[src/rtl/lcd_text_driver.sv]
// HD44780 character-LCD controller: ROWS x COLS text buffer written by the CPU,
// power-up wait, init command sequence, then continuous refresh of the panel.
// All panel timing comes from cycle counters; the busy flag is never read.
module lcd_text_driver #(
    parameter int   COLS          = 16,
    parameter int   ROWS          = 2,
    parameter int   T_POWERUP_CYC = 750000,
    parameter int   T_EN_CYC      = 25,
    parameter int   T_CMD_CYC     = 2500,
    parameter int   T_CLR_CYC     = 100000,
    parameter logic BACKLIGHT     = 1'b1,
    localparam int  NCELLS        = ROWS * COLS,
    localparam int  AW            = (NCELLS > 1) ? $clog2(NCELLS) : 1
) (
    input  logic          CLOCK_50,
    input  logic          rst,
    input  logic          wr_en,
    input  logic [AW-1:0] wr_addr,
    input  logic [7:0]    wr_data,
    input  logic          clear,
    output logic          ready,
    output logic          frame_done,
    output logic [7:0]    LCD_DATA,
    output logic          LCD_RS,
    output logic          LCD_RW,
    output logic          LCD_EN,
    output logic          LCD_ON,
    output logic          LCD_BLON
);
    localparam int CW    = $clog2(COLS + 1);
    localparam int RW    = (ROWS > 1) ? $clog2(ROWS) : 1;
    localparam int T_A   = (T_POWERUP_CYC > T_CLR_CYC) ? T_POWERUP_CYC : T_CLR_CYC;
    localparam int T_B   = (T_CMD_CYC > T_EN_CYC) ? T_CMD_CYC : T_EN_CYC;
    localparam int T_AB  = (T_A > T_B) ? T_A : T_B;
    localparam int T_MAX = (T_AB > 2) ? T_AB : 2;
    localparam int TW    = $clog2(T_MAX + 1);

    typedef enum logic [1:0] {
        ST_POWERUP = 2'd0,
        ST_SETUP   = 2'd1,
        ST_STROBE  = 2'd2,
        ST_HOLD    = 2'd3
    } state_t;

    // DDRAM start address of each panel row
    function automatic logic [7:0] row_base(input logic [1:0] r);
        case (r)
            2'd0:    row_base = 8'h00;
            2'd1:    row_base = 8'h40;
            2'd2:    row_base = 8'h14;
            default: row_base = 8'h54;
        endcase
    endfunction

    // 8-bit bus, 2 lines, display on, clear, entry mode increment
    function automatic logic [7:0] init_cmd(input logic [1:0] i);
        case (i)
            2'd0:    init_cmd = 8'h38;
            2'd1:    init_cmd = 8'h0C;
            2'd2:    init_cmd = 8'h01;
            default: init_cmd = 8'h06;
        endcase
    endfunction

    state_t          state_r, state_s;
    logic [TW-1:0]   cnt_r, cnt_s, limit_s;
    logic            cnt_last_s, enter_setup_s, hold_end_s, is_clr_s;
    logic            init_phase_r;
    logic [1:0]      init_idx_r;
    logic [RW-1:0]   row_r;
    logic [CW-1:0]   col_r;
    logic [AW-1:0]   rd_addr_r;
    logic            sel_rs_s, sel_last_s;
    logic [7:0]      sel_data_s;
    logic [7:0]      data_r;
    logic            rs_r, last_r, en_r, en_s, on_r, ready_r, frame_done_r, frame_done_s;
    logic [7:0]      buffer [NCELLS];
    logic [AW-1:0]   sweep_idx_r;
    logic            buf_we_s;
    logic [AW-1:0]   buf_waddr_s;
    logic [7:0]      buf_wdata_s;

    assign is_clr_s = (rs_r == 1'b0) && (data_r == 8'h01);

    // State and phase-timer register
    always_ff @(posedge CLOCK_50 or negedge rst) begin
        if (!rst) begin
            state_r <= ST_POWERUP;
            cnt_r   <= {TW{1'b0}};
        end else begin
            state_r <= state_s;
            cnt_r   <= cnt_s;
        end
    end

    // Next state: each phase lasts a fixed number of cycles, then advances
    always_comb begin
        case (state_r)
            ST_POWERUP: limit_s = TW'(T_POWERUP_CYC);
            ST_SETUP:   limit_s = TW'(2);
            ST_STROBE:  limit_s = TW'(T_EN_CYC);
            ST_HOLD:    limit_s = is_clr_s ? TW'(T_CLR_CYC) : TW'(T_CMD_CYC);
            default:    limit_s = TW'(1);
        endcase
        cnt_last_s = (cnt_r == (limit_s - TW'(1)));
        state_s    = state_r;
        if (cnt_last_s) begin
            cnt_s = {TW{1'b0}};
            case (state_r)
                ST_POWERUP: state_s = ST_SETUP;
                ST_SETUP:   state_s = ST_STROBE;
                ST_STROBE:  state_s = ST_HOLD;
                ST_HOLD:    state_s = ST_SETUP;
                default:    state_s = ST_POWERUP;
            endcase
        end else begin
            cnt_s = cnt_r + TW'(1);
        end
        enter_setup_s = cnt_last_s && ((state_r == ST_POWERUP) || (state_r == ST_HOLD));
        hold_end_s    = cnt_last_s && (state_r == ST_HOLD);
    end

    // Pick the next byte to send from the init table or the refresh position
    always_comb begin
        sel_rs_s   = 1'b0;
        sel_last_s = 1'b0;
        if (init_phase_r) begin
            sel_data_s = init_cmd(init_idx_r);
        end else if (col_r == {CW{1'b0}}) begin
            sel_data_s = 8'h80 | row_base(2'(row_r));
        end else begin
            sel_rs_s   = 1'b1;
            sel_data_s = buffer[rd_addr_r];
            sel_last_s = (col_r == CW'(COLS)) && (row_r == RW'(ROWS - 1));
        end
    end

    // Latch the byte at SETUP entry (held on the bus until HOLD ends) and step the pointer
    always_ff @(posedge CLOCK_50 or negedge rst) begin
        if (!rst) begin
            init_phase_r <= 1'b1;
            init_idx_r   <= 2'd0;
            row_r        <= {RW{1'b0}};
            col_r        <= {CW{1'b0}};
            rd_addr_r    <= {AW{1'b0}};
            data_r       <= 8'h00;
            rs_r         <= 1'b0;
            last_r       <= 1'b0;
        end else if (enter_setup_s) begin
            data_r <= sel_data_s;
            rs_r   <= sel_rs_s;
            last_r <= sel_last_s;
            if (init_phase_r) begin
                if (init_idx_r == 2'd3) begin
                    init_phase_r <= 1'b0;
                    row_r        <= {RW{1'b0}};
                    col_r        <= {CW{1'b0}};
                end else begin
                    init_idx_r <= init_idx_r + 2'd1;
                end
            end else if (col_r == CW'(COLS)) begin
                col_r     <= {CW{1'b0}};
                row_r     <= (row_r == RW'(ROWS - 1)) ? {RW{1'b0}} : row_r + RW'(1);
                rd_addr_r <= sel_last_s ? {AW{1'b0}} : rd_addr_r + AW'(1);
            end else begin
                col_r <= col_r + CW'(1);
                if (col_r != {CW{1'b0}}) begin
                    rd_addr_r <= rd_addr_r + AW'(1);
                end
            end
        end
    end

    // Output decode from the upcoming state
    always_comb begin
        en_s         = (state_s == ST_STROBE);
        frame_done_s = hold_end_s && last_r;
    end

    // Registered panel strobe, power and frame pulse
    always_ff @(posedge CLOCK_50 or negedge rst) begin
        if (!rst) begin
            en_r         <= 1'b0;
            on_r         <= 1'b0;
            frame_done_r <= 1'b0;
        end else begin
            en_r         <= en_s;
            on_r         <= 1'b1;
            frame_done_r <= frame_done_s;
        end
    end

    // Buffer write port: the sweep has priority, then clear blocks writes, then CPU writes
    always_comb begin
        buf_we_s    = 1'b0;
        buf_waddr_s = wr_addr;
        buf_wdata_s = wr_data;
        if (!ready_r) begin
            buf_we_s    = 1'b1;
            buf_waddr_s = sweep_idx_r;
            buf_wdata_s = 8'h20;
        end else if (clear) begin
            buf_we_s = 1'b0;
        end else if (wr_en && ({1'b0, wr_addr} < (AW + 1)'(NCELLS))) begin
            buf_we_s = 1'b1;
        end else begin
            buf_we_s = 1'b0;
        end
    end

    // Text buffer storage
    always_ff @(posedge CLOCK_50) begin
        if (buf_we_s) begin
            buffer[buf_waddr_s] <= buf_wdata_s;
        end
    end

    // Fill sweep: runs after reset and after each accepted clear, one cell per cycle
    always_ff @(posedge CLOCK_50 or negedge rst) begin
        if (!rst) begin
            ready_r     <= 1'b0;
            sweep_idx_r <= {AW{1'b0}};
        end else if (!ready_r) begin
            if (sweep_idx_r == AW'(NCELLS - 1)) begin
                ready_r     <= 1'b1;
                sweep_idx_r <= {AW{1'b0}};
            end else begin
                sweep_idx_r <= sweep_idx_r + AW'(1);
            end
        end else if (clear) begin
            ready_r     <= 1'b0;
            sweep_idx_r <= {AW{1'b0}};
        end
    end

    assign ready      = ready_r;
    assign frame_done = frame_done_r;
    assign LCD_DATA   = data_r;
    assign LCD_RS     = rs_r;
    assign LCD_RW     = 1'b0;
    assign LCD_EN     = en_r;
    assign LCD_ON     = on_r;
    assign LCD_BLON   = BACKLIGHT;
endmodule
[config.mk]
export PLATFORM = sky130hd
export DESIGN_NAME = lcd_text_driver
export DESIGN_NICKNAME = d
export VERILOG_FILES = /design/src/rtl/lcd_text_driver.sv
export SDC_FILE = /design/constraint.sdc
export NUM_CORES = 1
export LEC_CHECK = 0
export ABC_CLOCK_PERIOD_IN_PS = 2850
export CAP_MARGIN = 20
export CORE_MARGIN = 5
export CORE_UTILIZATION = 50
export CTS_CLUSTER_DIAMETER = 120
export DETAILED_ROUTE_END_ITERATION = 10
export PLACE_DENSITY = 0.66
export REMOVE_ABC_BUFFERS = 1
export SLEW_MARGIN = 10
export SYNTH_ARGS = -nofsm -noshare
export SYNTH_HDL_FRONTEND = slang
export SYNTH_SLANG_ARGS = --single-unit
[constraint.sdc]
create_clock -name CLOCK_50 -period 2.85 [get_ports CLOCK_50]
set_input_delay 0.285 -clock CLOCK_50 [delete_from_list [all_inputs] [get_ports CLOCK_50]]
set_output_delay 0.285 -clock CLOCK_50 [all_outputs]
set_load 0.05 [all_outputs]
# Word-level counts from Yosys, hierarchy flattened
# Memories as Yosys holds them, arrays and structs flattened.
# Index checks and enable logic that the tools add are counted.
# word_totals
ff_bits,55
latch_bits,0
ram_bits,256
romBits,0
in_bits,17
elab_cells,95
memories,1
# op_classes
n_addsub,7
n_mul,0
div_mod_pow,0
n_lt_le_gt_ge,0
n_eq_ne,13
n_shift,0
muxes,38
n_bitwise,4
reduce_logical,17
# memory_table
memory,depth,word_bits,read_ports,rd_ports_with_merged_regs,write_ports,line_no,source
buffer,32,8,1,0,1,77,logic [7:0] buffer [NCELLS];
# op_table
cell,count
$pmux 20 s4,1
$mux 5,10
$mux 8,3
$add 20x1->20 const B,1
$eq 20x20->1,1
$mux 20,1
$sub 20x1->20 const B,1
$mux 1,18
$pmux 6 s3,1
$mux 17,1
$add 5x1->5 const B,3
$pmux 7 s2,1
$eq 2x2->1 const B,5
$eq 5x5->1 const B,2
$reduce_and 3->1,3
$eq 8x1->1 const B,1
$pmux 2 s3,1
$logic_and 1x1->1,5
$logic_not 5->1,1
$reduce_bool 5->1,1
$eq 2x1->1 const B,2
$logic_not 2->1,2
$not 1->1,4
$reduce_bool 2->1,2
8 further kinds,8

# Depth between registers and ports, before layout
# Gate-level depths: netlist of the first run.
# depth
word_depth,8
ltp_mapped,12
ltp_nobuf,9

# Worst setup path after synthesis of the first run
# Ideal clock, no wire load.
# synth_timing
path_type,register to register
start,register data_r[2] (netlist: LCD_DATA[2])
end,register init_idx_r[1]
t_arrival_ns,2.778
required_time_ns,2.725
path_slack_ns,-0.053
path_stages_with_launch,8
n_path_buf,0
synth_period_minus_slack_ns,2.903
path_cell_list,dfrtp_1 -> nor4_4 -> a31oi_1 -> or3_1 -> a2111o_1 -> a2111oi_4 -> and2b_1 -> mux2_2
# synth_via
elab_chain_len,8
# synth_rtl
item,line_no,source
start: declaration,75,logic [7:0] data_r;
start signal: assignment,150,data_r <= sel_data_s;
$eq 8x1->1,83,assign is_clr_s = (rs_r == 1'b0) && (data_r == 8'h01);
$logic_and 1x1->1,83,
$mux 17,102,ST_HOLD: limit_s = is_clr_s ? TW'(T_CLR_CYC) : TW'(T_CMD_CYC);
$pmux 20 s4,98,case (state_r)
$sub 20x1->20,105,cnt_last_s = (cnt_r == (limit_s - TW'(1)));
$eq 20x20->1,105,
$logic_and 1x1->1,119,enter_setup_s = cnt_last_s && ((state_r == ST_POWERUP) || (state_r == ST_HOLD));
$reduce_and 3->1 (no line),n/a,
end signal: assignment,159,init_idx_r <= init_idx_r + 2'd1;
end: declaration,69,logic [1:0] init_idx_r;
# No other way between the ends. The select of a mux whose other input is x is not followed.
# A chain may end at the register's enable or synchronous reset.

# Worst setup path in the final report of the first run
# layout_timing
start,register state_r[1]
end,register rd_addr_r[2]
# layout_via
elab_chain_len,6
# layout_rtl
item,line_no,source
start: declaration,65,"state_t state_r, state_s;"
start signal: assignment,91,state_r <= state_s;
"$eq 2x2->1, or another cell as far along","98, 119",
$pmux 20 s4,98,
$sub 20x1->20,105,
$eq 20x20->1,105,
$logic_and 1x1->1 (*),119,
$reduce_and 3->1 (no line) (*),n/a,
end signal: assignment,145,rd_addr_r <= {AW{1'b0}};
end signal: assignment,164,rd_addr_r <= sel_last_s ? {AW{1'b0}} : rd_addr_r + AW'(1);
end signal: assignment,168,rd_addr_r <= rd_addr_r + AW'(1);
end: declaration,72,logic [AW-1:0] rd_addr_r;
# Mark *: on every way between the ends. The rest lies on a longest branch, timed or not. The select of a mux whose other input is x is not followed.

==> impl_results.md, run 1 <==
* Area contributors post-synth: edfxtp_1 58%, mux4_2 11%, dfrtp_1 10%
* Chip width at roughly 170 um
* Most common cell in the netlist: edfxtp_1
* Slowest CP cell: dfrtp_2
* Pre-CTS setup slack at -132.0 ps
* Post-synth top area share at between 50% and 60%
* Yosys reg bits at ~310
* Placed cell count at 1211
* R2r startpoint: state_r[1]
* Fin cells at 1269
* Worst path max stage delay at 440 ps
* Crit path launch type: flop
* Clock Path Buffers at 3
* Fraction of the yosys area taken by sequential cells at ~70%
* Worst min path class: input port to async pin
* Reg clk slew, reported paths at 70 ps
* Cell count after synthesis at 805
* RSZ-0062 raised after global routing: yes
* Dominant synthesized flop cell: edfxtp_1
* Largest family of logic cells by synthesized area: multiplexers
* Power density cells at approximately 690 nW/um^2
* Port bufs at 29
* Delay-heaviest family, CP: compound AO/OA/AOI/OAI gates
* RD Place Congestion at 0.8665
* Layout cells sized above 1 at 22.91%
* H-tree depth at 1
* Vias per Instance at 5.939
* Post-synthesis compound-gate area fraction at 4.809%
* Reg2Reg Setup Slack at -30 ps
* Reg2reg path depth at 11
* Area taken by multi-input logic gates at a little under 4000 um^2
* Crit path max fanout at 10
* Vert. Die Dim at 172.3 um
* Fin. Hold Viols at 0
* Final worst slack at -32.58 ps
* Hpwl dp at roughly 19000 um
* Count of cell types in the netlist at 67
* CTS Buf Count at 31
* Most frequent cell on the critical path: buf_4
* Die Area at 29670 um^2
* Via count at roughly 7500
* Row Count at 59
* Leak at 5.345 nW
* Crit-path cells: inv_2 > ha_1 > buf_4 > xnor2_1 > a2111oi_1 > nor2_1 > buf_4 > nand4b_1 > buf_4 > o21ai_0 > o41ai_4
* Total track usage at 19.88%
* Starting Density at 50.66%
* Final Max Slew Viols at 0
* CP Data Required Time at roughly 3300 ps
* XOR/XNOR share of the synthesized area at 1.530%
* Actual slew at the worst max-slew pin at 697.1 ps
* Core Box Area at between 20000 and 30000 um^2
* Fin crit period at 2883 ps
* FILL cells at 1938
* FF-to-FF End: rd_addr_r[2]
* Crit path kind: flop to flop
* Largest area contributor in the netlist: edfxtp_1
* Worst Skew at 16.45 ps
* Mapped cell area at around 13000 um^2
* Clock sink count at slightly above 300
* Post-Route WL at 28620 um
* WHS at ~300 ps
* First-pass DRT Iterations at 5
* Vias in the first global route at 7885
* FF/Latch Area at 9071 um^2
* Post-synthesis mux area share at 12.47%
* Period utilisation layout at 101.1%
* Worst ir drop on vdd at 0.5523 mV
* First-pass GRT wire length at 45010 um
* CTS tree: yes
* Diodes inserted at 0
* Fmax at 346.9 MHz
* Share of flip-flops with an asynchronous set or reset at 17.68%
* CP Data Arrival Time at 3310 ps
* Final ANT Viol Nets at 0
* Final nets at 945
* First DRT Iteration DRCs at about 750
* Top cells by count, synth: 256 x edfxtp_1, 74 x nor2_1, 65 x mux4_2, 54 x dfrtp_1, 39 x nand2_1
* Ys Warns at 0
* DRC at 0
* Number of flops mapped to enable cells by yosys at 256
* Largest net degree at the start of global routing at 35
* Status: finished with violations
* Initial antenna violation count at 0
* Syn_area_per_cell at 16.35 um^2
* Final setup fails at 1
* Endpoint class of the critical path: flop
* Failing checks: negative setup slack
* Max-slew headroom at 53.53%
* Clk_lat worst skew at approximately 570 ps
* Root buf cell: clkbuf_16
* Setup_tns at -32.58 ps
* CP bufs+invs at 4
* Area Overhead vs Synth at 16.95%
* WL per Instance at 22.55 um
* Adder-Cell Fraction of Synth Area at under 10%
* Synth Area in Simple Gates at 8.916%
* GRT overflow at 0
* Max Cap Violations at 0
* I/O pin cnt at 32
-- cell families (layout without fill, tap and decap cells) --
group           count (synthesis)  in the layout
fa+ha+maj                      16             16
flops                         311            311
xor+xnor                       23             23
simple gates                  226            226
mux                            82             82
buf+inv                        57            185
other cells                     2              3
compound gates                 88             88
-- final cells by class --
| cell class | count | share of cell area (%) |
|---|---|---|
| Clock buffer | 35 | 5.137 |
| Clock inverter | 20 | 1.154 |
| Inverter | 18 | 0.4389 |
| Multi-Input combinational cell | 438 | 25.33 |
| Sequential cell | 311 | 58.92 |
| Tap cell | 335 | 2.723 |
| Timing Repair Buffer | 112 | 6.291 |
-- metrics by stage --
| stage | util [%] | total power [W] | instance area (um^2) |
|---|---|---|---|
| 2_1_floorplan | - | 0.006308 | 12990 |
| 3_3_place_gp | 55.24 | 0.006809 | 14350 |
| 3_5_place_dp | 55.24 | 0.006897 | 14350 |
| 4_1_cts | 59.05 | 0.01077 | 15340 |
| 5_1_grt | 59.25 | 0.01112 | 15390 |
| 6_report | 59.25 | 0.01069 | 15390 |
-- routing by layer --
| metal | up-vias | share of wire (%) | global-route usage (%) |
|---|---|---|---|
| met4 | 0 | 3.3 | 6.015 |
| met3 | 66 | 6.5 | 4.001 |
| met5 | - | 0 | 0 |
| li1 | 3372 | - | - |
| met2 | 280 | 50 | 33.15 |
| met1 | 3818 | 41 | 26.79 |
-- cell usage in the layout (no fill, tap or decap), types with 9 or more instances in the layout --
master | Yosys | routed
edfxtp_1 | 256 | 256
nand2_1 | 39 | 39
clkdlybuf4s50_1 | 0 | 28
xor2_1 | 10 | 10
nor3_1 | 14 | 13
inv_1 | 18 | 16
nand3_1 | 18 | 18
buf_4 | 3 | 77
xnor2_1 | 13 | 13
mux4_2 | 65 | 65
mux2i_1 | 11 | 11
and2_1 | 10 | 10
nor2_1 | 74 | 73
o21ai_0 | 17 | 16
a21oi_1 | 17 | 17
clkbuf_16 | 0 | 31
ha_1 | 16 | 16
nor2b_1 | 9 | 9
dfrtp_1 | 54 | 51
-- sequential cells by signal, summed over array words and instances (netlist names) --
name          flops
LCD_DATA          8
LCD_EN            1
LCD_ON            1
LCD_RS            1
buffer          256
cnt_r            20
col_r             5
frame_done        1
init_idx_r        2
init_phase_r      1
last_r            1
rd_addr_r         5
ready             1
row_r             1
state_r           2
sweep_idx_r       5
-- worst max-delay path by stage --
| stage | startpoint | end | slack, ps | depth (start not counted) |
|---|---|---|---|---|
| global route | state_r[1] | rd_addr_r[2] | -220 | 11 |
| detailed placement | state_r[1] | rd_addr_r[2] | -130 | 10 |
| finish | state_r[1] | rd_addr_r[2] | -30 | 11 |
| CTS | state_r[1] | rd_addr_r[2] | 10 | 10 |
| floorplan | rd_addr_r[0] | LCD_DATA[7] | -1460 | 6 |
| global placement | state_r[1] | LCD_DATA[7] | -20 | 9 |
-- repair_timing --
item                       in CTS  in global routing
hold endpoints to repair       30                  0
setup endpoints to repair      11                 16
pin swaps                       1                  2
setup buffers                   1                  1
hold buffers                    1                  0
resized for setup               2                 11
-- power breakdown --
part / total, W / internal (W) / switching (W)
Sequential: 0.00560 / 0.00545 / 0.000152
Clock: 0.00388 / 0.00218 / 0.00170
Combinational: 0.00120 / 0.000392 / 0.000807
Total: 0.0107 / 0.00802 / 0.00266
(Power assumes the default switching activity.)
==> run 2, diff against run 1 <==
--- a/config.mk
+++ b/config.mk
@@ -8,10 +8,10 @@
 export ABC_CLOCK_PERIOD_IN_PS = 2850
 export CAP_MARGIN = 20
 export CORE_MARGIN = 5
-export CORE_UTILIZATION = 50
+export CORE_UTILIZATION = 25
 export CTS_CLUSTER_DIAMETER = 120
 export DETAILED_ROUTE_END_ITERATION = 10
-export PLACE_DENSITY = 0.66
+export PLACE_DENSITY = 0.37
 export REMOVE_ABC_BUFFERS = 1
 export SLEW_MARGIN = 10
 export SYNTH_ARGS = -nofsm -noshare
==> run 2 against run 1 <==
  * The run now ends clean
  * Critical path depth is 3 lower
  * Utilization fell by 28 points
  * Setup slack better by 130 ps
  * Non-clock buffer count grew 41
  * Global-route usage decreased by 7.6 points
  * Sequential cell count stayed put
  * Die area grew 93%
  * Combinational power is 11% higher
  * Worst hold slack worse by 110 ps
  * Fmax increased by 4.5%
  * Routed wire length is 22% higher
  * Power up 6.7%
==> impl_results.md, run 2 (synthesized netlist as in run 1, its figures left out) <==
* Post-Route WL at 34830 um
* Final worst slack at 92.61 ps
* RD Place Congestion at 0.7398
* First DRT Iteration DRCs at 535
* Most common cell after layout, fill and taps aside: edfxtp_1
* Vias per Instance at about 4.4
* Seq pwr share at 49.0%
* Most frequent cell on the critical path: buf_4
* Final nets at 991
* Clock group share of total power at 39.3%
* Crit path launch type: flop
* Largest register by flop count: buffer
* Worst Skew at 46.44 ps
* Reg clk slew, reported paths at approximately 60 ps
* Net Sw Frac at 25.88%
* Placed cell count at 1600
* Leak at 5.652 nW
* Crit path kind: flop to flop
* Period utilisation layout at a little over nine tenths
* Area Overhead vs Synth at 23.78%
* Clock Path Buffers at 3
* Row Count at 84
* Initial antenna violation count at 0
* Port bufs at 29
* Max FFs per register at 256
* Max Cap Violations at 0
* GRT overflow at 0
* Setup_tns at 0 ps
* Fin. Hold Viols at 0
* Total track usage at 12.28%
* Fmax at 362.7 MHz
* Worst path max stage delay at 600 ps
* Slowest CP cell: or4_4
* Leading cell types in the layout, fill and taps excluded: 256 x edfxtp_1, 115 x buf_4, 74 x nor2_1, 65 x mux4_2, 51 x dfrtp_1
* Worst ir drop on vdd at roughly 0.38 mV
* Final setup fails at 0
* Fin crit period at 2757 ps
* Power density cells at 699.8 nW/um^2
* WHS at 186.8 ps
* CP Data Required Time at around 3300 ps
* First-pass GRT wire length at 52160 um
* Sw power at slightly below 0.003 W
* Layout cells sized above 1 at 26.32%
* CTS Buf Count at 36
* RSZ-0062 raised after global routing: yes
* Worst min path class: input port to async pin
* Diodes inserted at 0
* Hpwl dp at 23360 um
* Combinational Power Share at a little under an eighth
* Starting Density at 25.15%
* Clk_lat worst skew at 570 ps
* Fin cells at 1672
* Max-slew headroom at 58.76%
* Clock sink count at 311
* I/O pin cnt at 32
* First-pass DRT Iterations at 5
* Root buf cell: clkbuf_16
* H-tree depth at 2
* CP Data Arrival Time at 3210 ps
* Largest net degree at the start of global routing at 33
* Pre-CTS setup slack at -62.01 ps
* Status: finished clean
* Die Area at approximately 57000 um^2
* Via count at 7421
* Endpoint class of the critical path: flop
* Crit path max fanout at 5
* Actual slew at the worst max-slew pin at just over 600 ps
* CTS tree: yes
* Vias in the first global route at approximately 7900
* Core Box Area at 52340 um^2
* Chip width at 239.5 um
* Crit-path cells: nor4_4 > buf_4 > nand4_1 > or4_4 > a2111oi_4 > buf_4 > and2b_1 > mux2_4
* Vert. Die Dim at 239.5 um
* Reg2Reg Setup Slack at a little over 90 ps
* WL per Instance at 20.83 um
* Int Pwr at between 0.008 and 0.009 W
* DRC at 0
* Final ANT Viol Nets at 0
* Final Max Slew Viols at 0
[run 2: cell count changes in the layout (fill, tap and decap cells not counted), sizes merged]
cell      before  now
buf           83  124
clkinvlp       3    0
clkbuf        35   50
inv           22   19
[run 2: final timing paths]
path	end	cells after the start	from
setup / recovery	init_idx_r[1]	8	LCD_DATA[4]
hold / removal	LCD_ON	2	rst
setup reg to reg	init_idx_r[1]	8	LCD_DATA[4]
hold reg to reg	last_r	1	last_r
max in group asynchronous	init_phase_r	3	rst
min in group CLOCK_50	sweep_idx_r[3]	2	clear
[run 2: timing repair]
action                                  CTS  global route
gates cloned                              0             2
resized for setup                         0            16
hold buffers                              1             0
setup buffers                             1             4
pin swaps                                 1             6
hold endpoints to repair                 12             0
endpoints found under the setup margin    9            44
[run 2: area by class of cell]
class,count,area [um^2]
fillers,5217,36050
flip-flops and latches,311,9071
multi-input cells,438,3899
repair buffers,153,1262
clock buffers,50,963.4
well taps,688,860.8
clock inverters,14,170.2
inverters,18,67.56
[run 2: layer usage]
layer	routed length [um]	track usage [%]	share of wire (%)
met1	15910	17.06	46
met3	1474	2.142	4.2
met2	16680	19.83	48
met5	0	0	0
met4	770	3.666	2.2
[run 2: power by group through the flow]
stage	sequential, W	combinational, W	clock [W]
after floorplan	0.00566	0.000651	0
after global placement	0.00568	0.00138	0
after detailed placement	0.00568	0.00138	0
after CTS	0.00559	0.00139	0.00465
after global routing	0.00562	0.00146	0.00483
final	0.00558	0.00133	0.00448
[run 2: critical path, delay by kind of cell (launching register included)]
kind	cells	cell delay, ps
and+or+nand+nor	4	1210
DFF	1	410
buffers and inverters	2	370
AOI/OAI and AO/OA	1	340
muxes	1	300
[run 2: per-stage QoR]
stage	util (%)	total power [W]	cell area [um^2]
2_1_floorplan	-	0.006308	12990
3_3_place_gp	28.76	0.007060	15050
3_5_place_dp	28.76	0.007068	15050
4_1_cts	30.96	0.01163	16200
5_1_grt	31.13	0.01191	16290
6_report	31.13	0.01140	16290
